**config.mk**
```make
export PLATFORM = sky130hd
export DESIGN_NAME = hazard_forward_ctrl
export DESIGN_NICKNAME = d
export VERILOG_FILES = /design/src/rtl/hazard_forward_ctrl.sv
export SDC_FILE = /design/constraint.sdc
export NUM_CORES = 1
export LEC_CHECK = 0
export CAP_MARGIN = 0
export CORE_ASPECT_RATIO = 1.2
export CORE_MARGIN = 5
export CORE_UTILIZATION = 45
export CTS_CLUSTER_DIAMETER = 30
export DETAILED_ROUTE_END_ITERATION = 10
export MAX_ROUTING_LAYER = met4
export PLACE_DENSITY = 0.73
export SLEW_MARGIN = 20
export SYNTH_ARGS = -nofsm -noshare
export SYNTH_HDL_FRONTEND = slang
export SYNTH_SLANG_ARGS = --single-unit
```
**constraint.sdc**
```tcl
create_clock -name clk -period 2.3 [get_ports clk]
set_input_delay 0.46 -clock clk [delete_from_list [all_inputs] [get_ports clk]]
set_output_delay 0.46 -clock clk [all_outputs]
set_load 0.05 [all_outputs]
```
**src/rtl/hazard_forward_ctrl.sv**
```systemverilog
// Hazard/forwarding controller for the 5-stage MIPS core: shadows EX/MEM/WB register
// tags (Tuse/Tnew model) and produces forward selects, the ID stall and the mult/div interlock.
module hazard_forward_ctrl #(
   parameter int REG_AW  = 5,
   parameter int NSRC    = 2,
   parameter int MUL_LAT = 5,
   parameter int DIV_LAT = 10
) (
   input  logic                   clk,
   input  logic                   reset_n,
   input  logic                   id_valid,
   input  logic [NSRC*REG_AW-1:0] id_src,
   input  logic [NSRC*2-1:0]      id_tuse,
   input  logic [REG_AW-1:0]      id_dst,
   input  logic                   id_we,
   input  logic [1:0]             id_tnew,
   input  logic                   id_md_start,
   input  logic                   id_md_div,
   input  logic                   id_md_use,
   input  logic                   flush,
   output logic                   stall,
   output logic [NSRC*2-1:0]      fwd_id,
   output logic [NSRC*2-1:0]      fwd_ex,
   output logic                   fwd_mem,
   output logic                   md_busy
);

   localparam int RT     = (NSRC > 1) ? 1 : 0;
   localparam int MAXLAT = (DIV_LAT > MUL_LAT) ? DIV_LAT : MUL_LAT;
   localparam int CNT_W  = $clog2(MAXLAT + 1);

   function automatic logic [1:0] f_tnew_dec(input logic [1:0] t);
      return (t == 2'd0) ? 2'd0 : t - 2'd1;
   endfunction

   function automatic logic f_match(input logic v, input logic we,
                                    input logic [REG_AW-1:0] dst,
                                    input logic [REG_AW-1:0] s);
      return v && we && (dst == s) && (s != '0);
   endfunction

   // p0 = EX entry, p1 = MEM entry, p2 = WB entry
   logic                   r_vld_p0, r_vld_p1, r_vld_p2;
   logic [REG_AW-1:0]      r_dst_p0, r_dst_p1, r_dst_p2;
   logic                   r_we_p0, r_we_p1, r_we_p2;
   logic [1:0]             r_tnew_p0, r_tnew_p1;
   logic [NSRC*REG_AW-1:0] r_src_p0;
   logic [REG_AW-1:0]      r_rt_p1;
   logic                   r_mds_p0, r_mdd_p0;
   logic [CNT_W-1:0]       r_md_cnt;

   logic w_ex_load;
   logic w_src_stall;

   assign w_ex_load = id_valid && !stall && !flush;
   assign md_busy   = (r_md_cnt != '0) || (r_vld_p0 && r_mds_p0);
   assign stall     = id_valid && (w_src_stall || (id_md_use && md_busy));

   always_ff @(posedge clk) begin
      if (!reset_n) begin
         r_vld_p0 <= 1'b0;
         r_vld_p1 <= 1'b0;
         r_vld_p2 <= 1'b0;
         r_md_cnt <= '0;
      end else begin
         r_vld_p0 <= w_ex_load;
         r_vld_p1 <= r_vld_p0;
         r_vld_p2 <= r_vld_p1;
         // a running count is never restarted by a later start
         if (r_md_cnt != '0)
            r_md_cnt <= r_md_cnt - CNT_W'(1);
         else if (r_vld_p0 && r_mds_p0)
            r_md_cnt <= r_mdd_p0 ? CNT_W'(DIV_LAT) : CNT_W'(MUL_LAT);
      end
   end

   // ID -> EX -> MEM -> WB tag shift; qualified only by the valid bits
   always_ff @(posedge clk) begin
      r_dst_p0  <= id_dst;
      r_we_p0   <= id_we;
      r_tnew_p0 <= id_tnew;
      r_src_p0  <= id_src;
      r_mds_p0  <= id_md_start;
      r_mdd_p0  <= id_md_div;
      r_dst_p1  <= r_dst_p0;
      r_we_p1   <= r_we_p0;
      r_tnew_p1 <= f_tnew_dec(r_tnew_p0);
      r_rt_p1   <= r_src_p0[RT*REG_AW +: REG_AW];
      r_dst_p2  <= r_dst_p1;
      r_we_p2   <= r_we_p1;
   end

   // youngest matching writer decides; older writers to the same register are shadowed
   always_comb begin
      w_src_stall = 1'b0;
      fwd_id      = '0;
      fwd_ex      = '0;
      for (int i = 0; i < NSRC; i++) begin
         if (id_valid && (id_tuse[i*2 +: 2] != 2'd3)) begin
            if (f_match(r_vld_p0, r_we_p0, r_dst_p0, id_src[i*REG_AW +: REG_AW])) begin
               if (r_tnew_p0 > id_tuse[i*2 +: 2]) w_src_stall = 1'b1;
               if (r_tnew_p0 == 2'd0) fwd_id[i*2 +: 2] = 2'b11;
            end else if (f_match(r_vld_p1, r_we_p1, r_dst_p1, id_src[i*REG_AW +: REG_AW])) begin
               if (r_tnew_p1 > id_tuse[i*2 +: 2]) w_src_stall = 1'b1;
               if (r_tnew_p1 == 2'd0) fwd_id[i*2 +: 2] = 2'b10;
            end else if (f_match(r_vld_p2, r_we_p2, r_dst_p2, id_src[i*REG_AW +: REG_AW])) begin
               fwd_id[i*2 +: 2] = 2'b01;
            end
         end
         if (r_vld_p0) begin
            if (f_match(r_vld_p1, r_we_p1, r_dst_p1, r_src_p0[i*REG_AW +: REG_AW]))
               fwd_ex[i*2 +: 2] = 2'b10;
            else if (f_match(r_vld_p2, r_we_p2, r_dst_p2, r_src_p0[i*REG_AW +: REG_AW]))
               fwd_ex[i*2 +: 2] = 2'b01;
         end
      end
      fwd_mem = r_vld_p1 && f_match(r_vld_p2, r_we_p2, r_dst_p2, r_rt_p1);
   end

endmodule

```
### Word level (Yosys, flattened, before mapping)

Cells that the tools add are included.

| storage, ports and cells | value |
|---|---|
| logic and storage cells | 110 |
| flip-flop bits (word level) | 46 |
| input bits | 29 |
| memory bits (writable) | 0 |
| output and inout port bits | 11 |
| bits in latches | 0 |
| ROM bits | 0 |
| memories | 0 |

| operators by class | value |
|---|---|
| multiply operators | 0 |
| bitwise logic cells | 0 |
| shifts and indexed selects | 0 |
| div/mod/pow operators | 0 |
| order comparisons | 4 |
| add/subtract/negate cells | 2 |
| multiplexer cells | 29 |
| reduce and logical (&&, ||, !) cells | 46 |
| equality and inequality tests | 13 |

Operators by type and width:

| cell | count |
|---|---|
| 5-bit == test | 11 |
| 1-bit logical AND | 33 |
| 5-bit nonzero test | 5 |
| 2-bit 2-to-1 mux | 12 |
| 1-bit 2-to-1 mux | 14 |
| 4-bit 2-to-1 mux | 3 |
| 2-bit > comparator | 4 |
| 2-bit logical NOT | 2 |
| 2-bit != test (second input constant) | 2 |
| 4-bit nonzero test | 1 |
| 4-bit by 1-bit subtractor with 4-bit output (second input constant) | 1 |
| 1-bit logical NOT | 2 |
| 1-bit logical OR | 2 |
| 2-bit nonzero test | 1 |
| 2-bit by 1-bit subtractor with 2-bit output (second input constant) | 1 |

### Depth between registers and ports, before layout

Gate-level depths: netlist of the first run.

| depth | value |
|---|---|
| word-level depth | 15 |
| mapped depth | 7 |
| gate-level depth less buffers | 7 |

### Least setup slack after synthesis of the first run

Ideal clock, no wire load.

| timing | value |
|---|---|
| path type | reg-to-output |
| from | reg r_src_p0[6] |
| to | out fwd_ex[2] |
| stages on the path, launching flop included | 5 |
| data arrival time | 2556 ps |
| data required time | 1840 ps |
| path slack | -716 ps |
| buffers on the path | 0 |
| cells stage by stage | dfxtp_1 > or4_1 > nor2_1 > nor4_1 > nor4_1 |

| between the ends | value |
|---|---|
| word-level cells in the longest chain between the ends | 6 |
| elaborated cells on any way between the ends | 10 |
| those cells by class | eq/ne (2); mux (3); reduce/logical (5) |

RTL lines:

| what | RTL line | text |
|---|---|---|
| start: declaration | 47 | `logic [NSRC*REG_AW-1:0] r_src_p0;` |
| start signal: assignment | 82 | `r_src_p0 <= id_src;` |
| 5-bit == test | 39 | `return v && we && (dst == s) && (s != '0);` |
| 1-bit logical AND (2 in a row) | 39 |  |
| 1-bit 2-to-1 mux | 113 | `else if (f_match(r_vld_p2, r_we_p2, r_dst_p2, r_src_p0[i*REG_AW +: REG_AW]))` |
| 2-bit 2-to-1 mux (*) | 111 | `if (f_match(r_vld_p1, r_we_p1, r_dst_p1, r_src_p0[i*REG_AW +: REG_AW]))` |
| 2-bit 2-to-1 mux (*) | 110 | `if (r_vld_p0) begin` |
| end: declaration | 23 | `output logic [NSRC*2-1:0] fwd_ex,` |

Every way passes the cells marked *; elsewhere a longest branch is shown, timed or not.

### Worst setup path after layout of the first run

| timing | value |
|---|---|
| from | in id_src[8] |
| to | out stall |

| between the ends | value |
|---|---|
| word-level cells in the longest chain between the ends | 8 |
| elaborated cells on any way between the ends | 12 |
| those cells by class | eq/ne (2); mux (3); reduce/logical (7) |

RTL lines:

| what | RTL line | text |
|---|---|---|
| start: declaration | 12 | `input logic [NSRC*REG_AW-1:0] id_src,` |
| 5-bit == test | 39 |  |
| 1-bit logical AND (2 in a row) | 39 |  |
| 1-bit 2-to-1 mux | 103 | `end else if (f_match(r_vld_p1, r_we_p1, r_dst_p1, id_src[i*REG_AW +: REG_AW])) begin` |
| 1-bit 2-to-1 mux (*) | 100 | `if (f_match(r_vld_p0, r_we_p0, r_dst_p0, id_src[i*REG_AW +: REG_AW])) begin` |
| 1-bit 2-to-1 mux (*) | 99 | `if (id_valid && (id_tuse[i*2 +: 2] != 2'd3)) begin` |
| 1-bit logical OR (*) | 57 | `assign stall = id_valid && (w_src_stall \|\| (id_md_use && md_busy));` |
| 1-bit logical AND (*) | 57 |  |
| end: declaration | 21 | `output logic stall,` |

Marked as above.

==> results of run 1 <==
## metal layers
| metal | up-vias | GRT usage [%] | part of all wire, % |
|---|---|---|---|
| met4 | 0 | 6.796 | 4.2 |
| met3 | 25 | 2.771 | 4.8 |
| met5 | - | - | 0 |
| met1 | 1042 | 22.76 | 38 |
| li1 | 1005 | - | - |
| met2 | 75 | 36.29 | 54 |
## through the flow
step           total power [mW]  hold slack, ns  setup TNS, ns  cell area (sq um)
5_1_grt                   2.393          0.3560         -2.534               3747
3_3_place_gp              1.630          0.3558         -3.030               3128
4_1_cts                   2.178          0.3687         -1.257               3435
6_report                  2.273          0.3681         -1.955               3747
2_1_floorplan             1.338          0.3290        -0.5794               2315
3_5_place_dp              1.654          0.3593         -3.264               3128
## power breakdown
| part | total [mW] | leakage, nW | internal (mW) | switching [mW] |
|---|---|---|---|---|
| clock network | 0.497 | 0.0452 | 0.215 | 0.283 |
| registers | 0.953 | 0.387 | 0.869 | 0.0843 |
| logic | 0.822 | 1.06 | 0.439 | 0.384 |
| total | 2.27 | 1.49 | 1.52 | 0.751 |
## flip-flops by register name, indices dropped and copies added, names as in the netlist, 2 cells and up
signal	flops
r_tnew_p0	2
r_md_cnt	4
r_rt_p1	5
r_dst_p0	5
r_dst_p2	5
r_tnew_p1	2
r_src_p0	10
r_dst_p1	5
## worst max-delay path by stage
stage | to | start | depth (start not counted)
6_report | stall | id_src[8] | 8
5_1_grt | stall | id_src[8] | 8
4_1_cts | stall | id_tuse[3] | 7
3_5_place_dp | stall | id_src[1] | 7
3_3_place_gp | fwd_id[2] | id_src[7] | 7
2_1_floorplan | fwd_id[2] | id_src[7] | 5
## repair_timing
item	4_1_cts	5_1_grt
setup endpoints to repair	9	9
setup buffers	12	7
pin swaps	21	30
resized for setup	80	46
## area by class of cell
| type | count | area (sq um) | area share [%] |
|---|---|---|---|
| Multi-Input combinational cell | 165 | 1629 | 43.47 |
| Timing Repair Buffer | 96 | 973.4 | 25.98 |
| Sequential cell | 46 | 934.6 | 24.94 |
| Tap cell | 60 | 75.07 | 2.003 |
| Clock buffer | 6 | 72.57 | 1.937 |
| Inverter | 13 | 48.80 | 1.302 |
| Clock inverter | 2 | 13.76 | 0.3673 |
## cell usage in the layout (no fill, tap or decap), drive strengths merged, types with 2 or more instances in the layout
cell type	instances
nand2	12
or4	6
nand3	4
nor3	6
o21ba	2
and2	5
nor2	10
xnor2	49
xor2	5
nand4	13
buf	77
ha	10
dfxtp	46
inv	13
nor4	7
dlymetal6s2s	5
clkinv	2
o21ai	2
or3	3
a21oi	8
o211ai	2
clkdlybuf4s50	13
or2	2
clkbuf	6
## logic make-up (layout without fill, tap and decap cells)
group | after synthesis | after routing | synth area share, %
simple gates | 74 | 74 | 19.61
xor+xnor | 54 | 54 | 21.12
mux | 1 | 1 | 0.5028
fa+ha+maj | 10 | 10 | 5.587
flops | 46 | 46 | 41.12
compound gates | 26 | 26 | 8.548
buf+inv | 21 | 117 | 3.520
==> run metrics, run 1 <==
total die area=6494 sq um; number of DRC markers in iteration 0=111; ys async rst share=0%; Syn Area/Cell=9.654 sq um; ratio of cells with drive above 1 in the final layout=46.65%; Core Area=4870 sq um; Synth Cell Area=2240 sq um; Synth Instances=232; Area Overhead vs Synth=67.32%; Setup CP Type=primary input to primary output; startpoint class of the critical path=primary input; share of the synthesized area in the top cell type=between 40% and 50%; Hold Fails Final Rpt=0; CTS tree=done; Largest delay share family, worst path=simple AND/OR/NAND/NOR gates; CP bufs+invs=3; largest net degree at the start of global routing=15; register area share after synthesis=approximately 41%; Cell Count Post-Placement=362; vias per cell=5.534; post-place setup slack=-0.7692 ns; top-count cell post-synth=xnor2_1; unrepaired setup endpoints after global routing=true; most instantiated cells after synthesis=xnor2_1 (49), dfxtp_1 (46), inv_1 (13), nand4_1 (13), nand2_1 (12); failing checks=negative setup slack; R2R Setup Slk=~0.23 ns; fin crit period=between 2 and 3 ns; delay of the slowest critical-path stage=0.39 ns; Root Buffer=clkbuf_8; synthesis-stage register bit count=46; setup-violating endpoint count in the final report=9; fmax=376.2 MHz; Leakage=approximately 1.5 nW; CP Max Fanout=4; via count=2147; Slowest-stage cell, CP=or3_4; crit path DAT=2.20 ns; Ports=40; Worst Reg-to-Reg Cells=9; ANT cells=0; critical path, cell by cell=buf_2, buf_4, xnor2_1, nand4_1, or2_0, or3_4, a31oi_4, buf_6; DP Wirelength=about 4400 microns; Initial DRT Pass Iterations=4; Overflow after GRT=0; die height=87.28 microns; reg2reg start=r_dst_p1[0]; Min-Delay Startpoint=id_src[7]; Tot GR Track Use=20.28%; fin nets=366; Initial Util=45.99%; final WL=roughly 7400 microns; setup ws final=-0.3581 ns; antenna-violating nets left=0; # rows=28; clock buffer depth=2; Primary FF master, synth=dfxtp_1; die extent in x=74.40 microns; clock buffer count from CTS=5; residual DRC count=0; worst vdd ir=0.0004542 V; Netlist cell types=45; MaxCap Viol Count=0; initial antenna violation count=0; Min-Delay Path Class=primary input to register; EDFF count, synth=0; Clock transition at path regs=0.09 ns; Mapped Nets=271; fin crit share=115.6%; GP Congestion=0.8532; worst skew pair latency=about 0.31 ns; CP endpoint kind=primary output; post-synth top area cell=dfxtp_1; synth top area cells=dfxtp_1 (41%), xnor2_1 (19%), ha_1 (5.6%); Hold Buf Count CTS=0; utilization after layout=76.95%; drt wl/cell=18.96 microns; Slew Limit Fails=0; R2R Path End=r_vld_p0; max_slew headroom=74.92%; required time worst endpoint=1.84 ns; hold depth=2; outcome=finished with violations; H-tree depth=2; vias in the first global route=around 2.1k; Layout Skew=0.006658 ns; # fillers=263; first-pass GRT wire length=around 9700 microns; Ys Warns=0; count of input and output buffers=39; Least-Margin Pin Slew=roughly 0.37 ns; Power Density=just over 600 nW/um^2; hold path endpoint=r_src_p0[7]; Post-Layout Cell Count=388; clk sink count=46
(Power assumes the default switching activity.)
==> run 2, diff against run 1 <==
--- a/config.mk
+++ b/config.mk
@@ -6,7 +6,7 @@
 export NUM_CORES = 1
 export LEC_CHECK = 0
 export CAP_MARGIN = 0
-export CORE_ASPECT_RATIO = 1.2
+export CORE_ASPECT_RATIO = 1.25
 export CORE_MARGIN = 5
 export CORE_UTILIZATION = 45
 export CTS_CLUSTER_DIAMETER = 30
==> run 2 against run 1 <==
Net effect: the run still ends with negative setup slack left; register-to-register slack improved by 0.12 ns; combinational power fell by 2%; utilization rose by 0.52 points; wire length fell by 8.3%; cell area fell by 0.77%; via count fell by 2.7%; sequential cell count did not move; critical endpoint is now fwd_id[2]; largest cell class unchanged.
==> run metrics, run 2 (synthesis gave the netlist of run 1 again) <==
Layout Skew=0.002618 ns (was 0.006658 ns); sw power=0.7259 mW (was 0.7506 mW); GP Congestion=0.8750 (was 0.8532); fin crit share=114.7% (was 115.6%); initial antenna violation count=0 (unchanged); Initial Util=46.66% (was 45.99%); fin nets=361 (was 366); setup-violating endpoint count in the final report=6 (was 9); Cell Count Post-Placement=362 (unchanged); ANT cells=0 (unchanged); Total Neg Setup Slack=-1.095 ns (was -1.955 ns); final WL=6743 microns (was 7355 microns); fmax=379.2 MHz (was 376.2 MHz); Least-Margin Pin Slew=0.3664 ns (was 0.3734 ns); ratio of cells with drive above 1 in the final layout=47.06% (was 46.65%); fin crit period=2.637 ns (was 2.658 ns); R2R Setup Slk=0.35 ns (was 0.23 ns); residual DRC count=0 (unchanged); Worst Reg-to-Reg Cells=8 (was 9); Total Power=2.353 mW (was 2.273 mW); delay of the slowest critical-path stage=0.53 ns (was 0.39 ns); CP Max Fanout=4 (unchanged); worst vdd ir=0.0005005 V (was 0.0004542 V); Biggest register=r_src_p0 (unchanged); Hold Fails Final Rpt=0 (unchanged); commonest non-fill, non-tap cell in the layout=buf_4 (unchanged); CP endpoint kind=primary output (unchanged); clock buffer depth=2 (unchanged); worst skew pair latency=0.30 ns (was 0.31 ns); startpoint class of the critical path=primary input (unchanged); most frequent cells in the layout=buf_4 (42), xnor2_1 (35), dfxtp_1 (33) (was buf_4 (45), xnor2_1 (39), dfxtp_1 (35)); CTS tree=done (unchanged); Leakage=1.447 nW (was 1.490 nW); sequential fraction of design power=40.3% (was 41.9%); R2R Path End=r_vld_p0 (unchanged); largest net degree at the start of global routing=14 (was 15); die height=88.88 microns (was 87.28 microns); hold depth=1 (was 2); Min-Delay Path Class=primary input to register (unchanged); Sw Ratio=30.85% (was 33.02%); crit path DAT=2.18 ns (was 2.20 ns); critical path, cell by cell=buf_6, or4_4, nor2_4, nor3_4, or4_4, a21oi_4, buf_12 (was buf_2, buf_4, xnor2_1, nand4_1, or2_0, or3_4, a31oi_4, buf_6); via count=2088 (was 2147); Comb pwr share=34.2% (was 36.2%); Post-Layout Cell Count=383 (was 388); Overflow after GRT=0 (unchanged); antenna-violating nets left=0 (unchanged); CP dominant cell by count=or4_4; max reg flops=10 (unchanged); count of input and output buffers=39 (unchanged); Min-Delay Startpoint=id_src[6] (was id_src[7]); clk sink count=46 (unchanged); Hold Buf Count CTS=0 (unchanged); reg2reg start=r_tnew_p1[1] (was r_dst_p1[0]); CP bufs+invs=2 (was 3); setup ws final=-0.3374 ns (was -0.3581 ns); Largest delay share family, worst path=simple AND/OR/NAND/NOR gates (unchanged); Slew Limit Fails=0 (unchanged); required time worst endpoint=1.84 ns (about the same); Tot GR Track Use=21.34% (was 20.28%); Setup CP Type=primary input to primary output (unchanged); Slowest-stage cell, CP=or4_4 (was or3_4); Root Buffer=clkbuf_8 (unchanged); MaxCap Viol Count=0 (unchanged); vias per cell=5.452 (was 5.534); Ports=40 (unchanged); # rows=28 (unchanged); max_slew headroom=75.37% (was 74.92%); number of DRC markers in iteration 0=68 (was 111); hold path endpoint=r_src_p0[6] (was r_src_p0[7]); Int Power=1.627 mW (was 1.522 mW); outcome=finished with violations (unchanged); Clock transition at path regs=0.08 ns (was 0.09 ns); Core Area=4800 sq um (was 4870 sq um); unrepaired setup endpoints after global routing=true (unchanged); first-pass GRT wire length=10380 microns (was 9708 microns); H-tree depth=2 (unchanged); failing checks=negative setup slack (unchanged); Power Density=632.8 nW/um^2 (was 606.6 nW/um^2); DP Wirelength=4238 microns (was 4421 microns); Area Overhead vs Synth=66.03% (was 67.32%); clock share of power=25.5% (was 21.9%); die extent in x=73.10 microns (was 74.40 microns); clock buffer count from CTS=5 (unchanged); total die area=6497 sq um (was 6494 sq um); vias in the first global route=2201 (was 2116); Initial DRT Pass Iterations=4 (unchanged); drt wl/cell=17.61 microns (was 18.96 microns)
-- run 2: changes by cell type in the layout (fill, tap and decap cells not counted), moves of 2 or more --
cell / before / now
xnor2_1: 39 / 35
buf_2: 6 / 3
dlygate4sd2_1: 0 / 3
xnor2_2: 8 / 14
buf_4: 45 / 42
dfxtp_1: 35 / 33
dfxtp_2: 11 / 13
dlymetal6s2s_1: 5 / 0
xnor2_4: 2 / 0
clkdlybuf4s15_1: 0 / 2
-- run 2: stage by stage --
stage	area (sq um)	setup slack (ns)	utilization, %	hold WS, ns
4_1_cts	3608	-0.3809	75.18	0.3049
6_report	3719	-0.3374	77.48	0.2992
3_3_place_gp	3141	-0.7262	65.43	0.3608
2_1_floorplan	2315	-0.2335	-	0.3290
3_5_place_dp	3141	-0.7588	65.43	0.3625
5_1_grt	3719	-0.4008	77.48	0.2846
-- run 2: layer usage --
| layer | vias to the layer above | GRT usage [%] | wire (microns) | part of all wire [%] |
|---|---|---|---|---|
| met5 | - | - | 0 | 0 |
| met4 | 0 | 9.732 | 177 | 2.6 |
| met3 | 16 | 3.523 | 295 | 4.4 |
| met2 | 72 | 37.10 | 3660 | 54 |
| met1 | 1002 | 23.59 | 2610 | 39 |
| li1 | 998 | - | - | - |
-- run 2: how the worst max path moves through the flow --
stage	start	cells after the start	to
global placement	id_src[1]	8	stall
CTS	id_src[8]	7	fwd_id[2]
floorplan	id_src[7]	5	fwd_id[2]
detailed placement	id_src[1]	8	stall
finish	id_src[8]	7	fwd_id[2]
global route	r_dst_p0[1]	7	stall
-- run 2: area by class of cell --
class	count	area [sq um]
Multi-Input combinational cell	165	1620
Fill cell	272	1081
Sequential cell	46	937.1
Timing Repair Buffer	91	930.9
Clock buffer	7	76.32
Tap cell	60	75.07
Inverter	13	48.80
Clock inverter	1	30.03
-- run 2: power groups by stage --
stage	Clock, mW	Sequential [mW]	Combinational [mW]
5_1_grt	0.637	0.957	0.870
3_5_place_dp	0	0.954	0.703
6_report	0.600	0.948	0.805
4_1_cts	0.598	0.940	0.772
2_1_floorplan	0	0.935	0.402
3_3_place_gp	0	0.951	0.689
-- run 2: repair_timing --
action                                  4_1_cts  5_1_grt
pin swaps                                    38       23
setup buffers                                13        3
endpoints found under the setup margin       10        8
resized for setup                           110       21
